<file path="config.mk">
export PLATFORM = sky130hd
export DESIGN_NAME = ro_meas_sequencer
export DESIGN_NICKNAME = d
export VERILOG_FILES = /design/src/rtl/ro_pkg.sv /design/src/rtl/ro_cycle_timer.sv /design/src/rtl/ro_meas_sequencer.sv
export SDC_FILE = /design/constraint.sdc
export NUM_CORES = 1
export LEC_CHECK = 0
export CAP_MARGIN = 20
export CORE_MARGIN = 2
export CORE_UTILIZATION = 61
export CTS_CLUSTER_SIZE = 40
export DETAILED_ROUTE_END_ITERATION = 7
export PLACE_DENSITY_LB_ADDON = 0.25
export SLEW_MARGIN = 0
export SYNTH_ARGS = -nofsm -noshare
export SYNTH_HDL_FRONTEND = slang
export SYNTH_SLANG_ARGS = --single-unit
</file>
<file path="constraint.sdc">
create_clock -name clk -period 6.5 [get_ports clk]
set_input_delay 1.3 -clock clk [delete_from_list [all_inputs] [get_ports clk]]
set_output_delay 1.3 -clock clk [all_outputs]
set_load 0.01 [all_outputs]
</file>
<file path="src/rtl/ro_pkg.sv">
// Shared types and widths for the ring-oscillator measurement sequencer.
package ro_pkg;

   localparam int RO_CNT_W = 15;
   localparam int RO_TAP_W = 3;

   typedef enum logic [2:0] {
      S_IDLE,
      S_ARM,
      S_WINDOW,
      S_SETTLE,
      S_SAMPLE,
      S_OUTPUT
   } ro_state_e;

endpackage

</file>
<file path="src/rtl/ro_cycle_timer.sv">
// Loadable down-counter shared by the ARM, WINDOW and SETTLE phases; done at zero.
module ro_cycle_timer #(
   parameter int TMR_W = 11
) (
   input  logic             clk,
   input  logic             rst,
   input  logic             load_i,
   input  logic [TMR_W-1:0] load_val_i,
   output logic             done_o
);

   logic [TMR_W-1:0] cnt_q, cnt_d;

   always_comb begin
      cnt_d = cnt_q;
      if (load_i) begin
         cnt_d = load_val_i;
      end else if (cnt_q != '0) begin
         cnt_d = cnt_q - 1'b1;
      end
   end

   always_ff @(posedge clk or posedge rst) begin
      if (rst) begin
         cnt_q <= '0;
      end else begin
         cnt_q <= cnt_d;
      end
   end

   assign done_o = (cnt_q == '0);

endmodule

</file>
<file path="src/rtl/ro_meas_sequencer.sv">
// Opens timed oscillator-counter windows, samples the frozen count twice per window,
// averages 2^AVG_LOG2 windows per tap and hands each result out on valid/ready.
module ro_meas_sequencer
   import ro_pkg::*;
#(
   parameter int CNT_W         = RO_CNT_W,
   parameter int WINDOW_CYCLES = 1024,
   parameter int SETTLE_CYCLES = 8,
   parameter int AVG_LOG2      = 2
) (
   input  logic                clk,
   input  logic                rst,
   input  logic                start_i,
   input  logic                sweep_i,
   input  logic [RO_TAP_W-1:0] tap_sel_i,
   input  logic [CNT_W-1:0]    cnt_in_i,
   output logic                osc_en_o,
   output logic [RO_TAP_W-1:0] tap_o,
   output logic                busy_o,
   output logic                res_valid_o,
   input  logic                res_ready_i,
   output logic [CNT_W-1:0]    res_data_o,
   output logic [RO_TAP_W-1:0] res_tap_o,
   output logic                res_unstbl_o
);

   localparam int TMR_MAX = (WINDOW_CYCLES > SETTLE_CYCLES) ? WINDOW_CYCLES : SETTLE_CYCLES;
   localparam int TMR_W   = $clog2(TMR_MAX + 1);
   localparam int ACC_W   = CNT_W + AVG_LOG2;
   localparam int NWIN_W  = AVG_LOG2 + 1;
   localparam logic [NWIN_W-1:0] WIN_LAST   = NWIN_W'((1 << AVG_LOG2) - 1);
   localparam logic [TMR_W-1:0]  LOAD_WIN   = TMR_W'(WINDOW_CYCLES - 1);
   localparam logic [TMR_W-1:0]  LOAD_SETTLE = TMR_W'(SETTLE_CYCLES - 1);

   ro_state_e             state_q, state_d;
   logic                  sweep_q, sweep_d;
   logic [RO_TAP_W-1:0]   tap_q, tap_d;
   logic                  busy_q, busy_d;
   logic                  osc_en_q, osc_en_d;
   logic                  phase_q, phase_d;
   logic [NWIN_W-1:0]     win_q, win_d;
   logic [CNT_W-1:0]      s0_q, s0_d;
   logic [ACC_W-1:0]      acc_q, acc_d;
   logic                  unstbl_q, unstbl_d;
   logic                  res_valid_q, res_valid_d;
   logic [CNT_W-1:0]      res_data_q, res_data_d;
   logic [RO_TAP_W-1:0]   res_tap_q, res_tap_d;
   logic                  res_unstbl_q, res_unstbl_d;

   logic                  tmr_load;
   logic [TMR_W-1:0]      tmr_val;
   logic                  tmr_done;
   logic [ACC_W-1:0]      acc_sum;
   logic                  unstbl_sum;

   ro_cycle_timer #(.TMR_W(TMR_W)) u_timer (
      .clk        (clk),
      .rst        (rst),
      .load_i     (tmr_load),
      .load_val_i (tmr_val),
      .done_o     (tmr_done)
   );

   // Second sample is the one accumulated; the first only guards against a moving count.
   assign acc_sum    = acc_q + ACC_W'(cnt_in_i);
   assign unstbl_sum = unstbl_q | (s0_q != cnt_in_i);

   always_comb begin
      state_d      = state_q;
      sweep_d      = sweep_q;
      tap_d        = tap_q;
      busy_d       = busy_q;
      phase_d      = phase_q;
      win_d        = win_q;
      s0_d         = s0_q;
      acc_d        = acc_q;
      unstbl_d     = unstbl_q;
      res_valid_d  = res_valid_q;
      res_data_d   = res_data_q;
      res_tap_d    = res_tap_q;
      res_unstbl_d = res_unstbl_q;
      tmr_load     = 1'b0;
      tmr_val      = LOAD_SETTLE;

      case (state_q)
         S_IDLE: begin
            if (start_i) begin
               sweep_d  = sweep_i;
               tap_d    = sweep_i ? '0 : tap_sel_i;
               busy_d   = 1'b1;
               acc_d    = '0;
               unstbl_d = 1'b0;
               win_d    = '0;
               phase_d  = 1'b0;
               tmr_load = 1'b1;
               state_d  = S_ARM;
            end
         end
         S_ARM: begin
            if (tmr_done) begin
               tmr_load = 1'b1;
               tmr_val  = LOAD_WIN;
               state_d  = S_WINDOW;
            end
         end
         S_WINDOW: begin
            if (tmr_done) begin
               tmr_load = 1'b1;
               state_d  = S_SETTLE;
            end
         end
         S_SETTLE: begin
            if (tmr_done) begin
               phase_d = 1'b0;
               state_d = S_SAMPLE;
            end
         end
         S_SAMPLE: begin
            if (!phase_q) begin
               s0_d    = cnt_in_i;
               phase_d = 1'b1;
            end else begin
               phase_d  = 1'b0;
               acc_d    = acc_sum;
               unstbl_d = unstbl_sum;
               if (win_q == WIN_LAST) begin
                  res_valid_d  = 1'b1;
                  res_data_d   = CNT_W'(acc_sum >> AVG_LOG2);
                  res_tap_d    = tap_q;
                  res_unstbl_d = unstbl_sum;
                  state_d      = S_OUTPUT;
               end else begin
                  win_d    = win_q + 1'b1;
                  tmr_load = 1'b1;
                  state_d  = S_ARM;
               end
            end
         end
         S_OUTPUT: begin
            if (res_ready_i) begin
               res_valid_d = 1'b0;
               acc_d       = '0;
               unstbl_d    = 1'b0;
               win_d       = '0;
               if (sweep_q && (tap_q != '1)) begin
                  tap_d    = tap_q + 1'b1;
                  tmr_load = 1'b1;
                  state_d  = S_ARM;
               end else begin
                  busy_d  = 1'b0;
                  state_d = S_IDLE;
               end
            end
         end
         default: begin
            state_d = S_IDLE;
         end
      endcase

      // Registered so the enable is high in exactly the WINDOW cycles.
      osc_en_d = (state_d == S_WINDOW);
   end

   always_ff @(posedge clk or posedge rst) begin
      if (rst) begin
         state_q      <= S_IDLE;
         sweep_q      <= 1'b0;
         tap_q        <= '0;
         busy_q       <= 1'b0;
         osc_en_q     <= 1'b0;
         phase_q      <= 1'b0;
         win_q        <= '0;
         s0_q         <= '0;
         acc_q        <= '0;
         unstbl_q     <= 1'b0;
         res_valid_q  <= 1'b0;
         res_data_q   <= '0;
         res_tap_q    <= '0;
         res_unstbl_q <= 1'b0;
      end else begin
         state_q      <= state_d;
         sweep_q      <= sweep_d;
         tap_q        <= tap_d;
         busy_q       <= busy_d;
         osc_en_q     <= osc_en_d;
         phase_q      <= phase_d;
         win_q        <= win_d;
         s0_q         <= s0_d;
         acc_q        <= acc_d;
         unstbl_q     <= unstbl_d;
         res_valid_q  <= res_valid_d;
         res_data_q   <= res_data_d;
         res_tap_q    <= res_tap_d;
         res_unstbl_q <= res_unstbl_d;
      end
   end

   assign osc_en_o     = osc_en_q;
   assign tap_o        = tap_q;
   assign busy_o       = busy_q;
   assign res_valid_o  = res_valid_q;
   assign res_data_o   = res_data_q;
   assign res_tap_o    = res_tap_q;
   assign res_unstbl_o = res_unstbl_q;

endmodule

</file>
==> summary.txt <==
Logic synthesis
  – #FFs+latches synth: 77
  – Sequential element share of the synthesized area: 45.3%
  – Post-synthesis cell type count: 52
  – Synth warn: 0
  – Most common flop cell mapped by yosys: dfrtp_1
  – Mean Syn Cell Area: 10.3 um^2
  – EDFF count, synth: 0
  – Gate Count Post-Synth: 412
  – Largest area contributor in the netlist: dfrtp_1
  – Top post-synthesis cells by area: dfrtp_1, mux2_2, ha_1
  – Post-synth ARST share: 100%
  – Syn Std Cell Area: 0.00426 mm^2
  – Area share of the largest cell type after synthesis: 45.3%
  – Syn_nets: 456

Clock tree
  – Clock Latency Late Sink: 0.35 ns
  – CTS Hold Bufs: 0
  – CTS tree: done
  – H-tree levels: 3
  – CTS Buf Count: 9
  – Clk slew on worst S/H paths: 0.08 ns
  – Post-cts sizing count: 0
  – Clk root buf: clkbuf_8
  – Longest Clk Path Bufs: 2
  – Clock Sink Count: 77
  – Post-CTS Setup Inserts: 0

Die
  – Die W: 87.5 um
  – Starting Density: 63.0%
  – # rows: 30
  – Die area: 0.00766 mm^2
  – IO Pins: 48
  – Core area: 0.00676 mm^2
  – Die Ht: 87.5 um

Final layout
  – Most frequent cells in the layout: dfrtp_1, clkdlybuf4s50_1, o21ai_0
  – Synthesis-to-finish area growth: 18.0%
  – Diode count: 0
  – Final nets: 501
  – Commonest non-fill, non-tap cell in the layout: dfrtp_1
  – Share of cells above drive strength 1: 12.4%
  – Multi-input gate area: 0.00222 mm^2
  – Fillers: 506
  – Reg area: 0.00193 mm^2

Power
  – Internal power: 986 uW
  – Static leakage: 0.00236 uW
  – Final Power: 1410 uW
  – Cell Pwr Density: 281 mW/mm^2
  – P_sw: 424 uW
  – Peak VDD IR: 0.214 mV
  – Clock share of power: 31.6%
  – Switching share of power: 30.1%
  – Combinational power share: 23.7%
  – Sequential share of power: 44.7%

Global route
  – Grt total ovfl: 0
  – Initial antenna violation count: 0
  – Vias in the first global route: 3134
  – Largest net degree at the start of global routing: 78
  – GRT Util Overall: 25.3%
  – Global-route wire length before repair: 14800 um

Routing
  – ANT nets after route: 0
  – Routed vias: 3214
  – Drt pass-1 iters: 4
  – Initial DRC Count: 269
  – DRC: 0
  – Vias per Instance: 5.94
  – WL final: 9070 um
  – Routed wire per std cell: 16.8 um

Timing
  – Final Skew: 0.00783 ns
  – RSZ-0062 raised after global routing: no
  – Slew Limit Fails: 0
  – Worst slew margin: 36.5%
  – Setup-failing EPs final: 0
  – Final Critical Period: 3.53 ns
  – Worst slew pin tran: 0.952 ns
  – Hold Vio Cnt, Final: 0
  – Period utilisation layout: 54.4%
  – Fmax: 0.283 GHz
  – Setup TNS: 0 ns
  – Final WS setup: 2.97 ns

Place
  – GP Congestion: 0.858
  – HPWL after DPL: 6400 um
  – Port buffer count: 47
  – Place WS: 2.72 ns

Critical path
  – Crit path max-delay family: compound AO/OA/AOI/OAI gates
  – Critical path class: in2reg
  – Critical Path Sink Type: flop
  – Cell mode on critical path: a21oi_1
  – Type of origin of the critical path: input pin
  – Slowest stage delay, CP: 0.52 ns
  – WP buf/inv: 2
  – WP data arrival: 3.73 ns
  – CP Max Fanout: 3
  – Req. time, crit path: 6.70 ns
  – Slowest cell on crit path: clkdlybuf4s50_1
  – Crit path cell chain: clkdlybuf4s50_1 > ha_1 > inv_1 > fa_1 > nand2b_1 > a21oi_1 > a21oi_1 > o22ai_1 > xnor2_1 > o21ai_0

Flow run
  – Max-cap viol count: 0

Worst hold path
  – HP Class: reg2reg

Outcome
  – Status: finished clean
-- cell usage after synthesis, drive strengths merged, types with 10 or more instances --
master,n
ha,20
mux2,29
a21oi,25
nand2b,10
xnor2,15
dfrtp,77
xor2,22
inv,12
o21ai,35
nand2,32
nor2,26
a22o,12
-- flip-flops by register name, summed over array words and instances (netlist names), 3 cells and up --
signal / cells
state_q: 3
acc_q: 17
tap_o: 3
s0_q: 15
res_data_o: 15
win_q: 3
u_timer.cnt_q: 11
res_tap_o: 3
-- path summary, 6_finish.rpt --
path,slack [ns],endpoint,cells past startpoint,startpoint
hold / removal,0.48,acc_q[11],2,acc_q[11]
hold reg to reg,0.48,acc_q[11],2,acc_q[11]
max in group asynchronous,4.32,res_data_o[11],3,rst
min in group asynchronous,1.55,s0_q[2],3,rst
setup / recovery,2.97,res_data_o[14],10,cnt_in_i[0]
setup reg to reg,3.96,res_tap_o[0],4,state_q[1]
-- kinds of logic (layout without fill, tap and decap cells) --
family / after synthesis / in the layout / synth area share [%]
and+or+nand+nor: 116 / 116 / 14.8
buffers and inverters: 27 / 76 / 2.62
AOI/OAI and AO/OA: 102 / 102 / 15.0
DFF: 77 / 77 / 45.3
muxes: 32 / 32 / 8.38
adders and majority gates: 21 / 21 / 6.35
xor gates and xnor gates: 37 / 37 / 7.62
-- worst min-delay path, cell delays in order, from the launching register on --
cell,delay [ns]
dfrtp_1,0.35
nand2_1,0.05
o31ai_1,0.05
-- stage by stage --
step | utilization, % | std cells | instance area (um^2) | hold slack, ns
after global placement | 70.7 | 526 | 4770 | 0.464
after CTS | 74.3 | 541 | 5020 | 0.490
after floorplan | - | 412 | 4260 | 0.450
after global routing | 74.3 | 541 | 5020 | 0.518
after detailed placement | 70.7 | 526 | 4770 | 0.471
final | 74.3 | 541 | 5020 | 0.483
-- per-layer routing --
metal / vias up / share of wire [%] / track usage (%)
met1: 1577 / 45 / 33.3
li1: 1559 / - / -
met3: 10 / 4.5 / 4.36
met4: 0 / 1.4 / 9.93
met5: - / 0 / 0
met2: 68 / 49 / 42.0
-- cell type report --
class | instances | area share, %
flip-flops and latches | 77 | 38.4
repair buffers | 49 | 9.67
well taps | 80 | 1.99
multi-input cells | 308 | 44.2
clock buffers | 11 | 3.02
clock inverters | 4 | 1.89
inverters | 12 | 0.897
-- power by group through the flow --
stage / clock network [uW] / logic, uW / registers (uW)
finish: 446 / 334 / 630
CTS: 452 / 336 / 630
global placement: 0 / 320 / 633
detailed placement: 0 / 334 / 638
floorplan: 0 / 238 / 621
global route: 470 / 378 / 641
No activity file was read; power rests on OpenSTA's default activity.
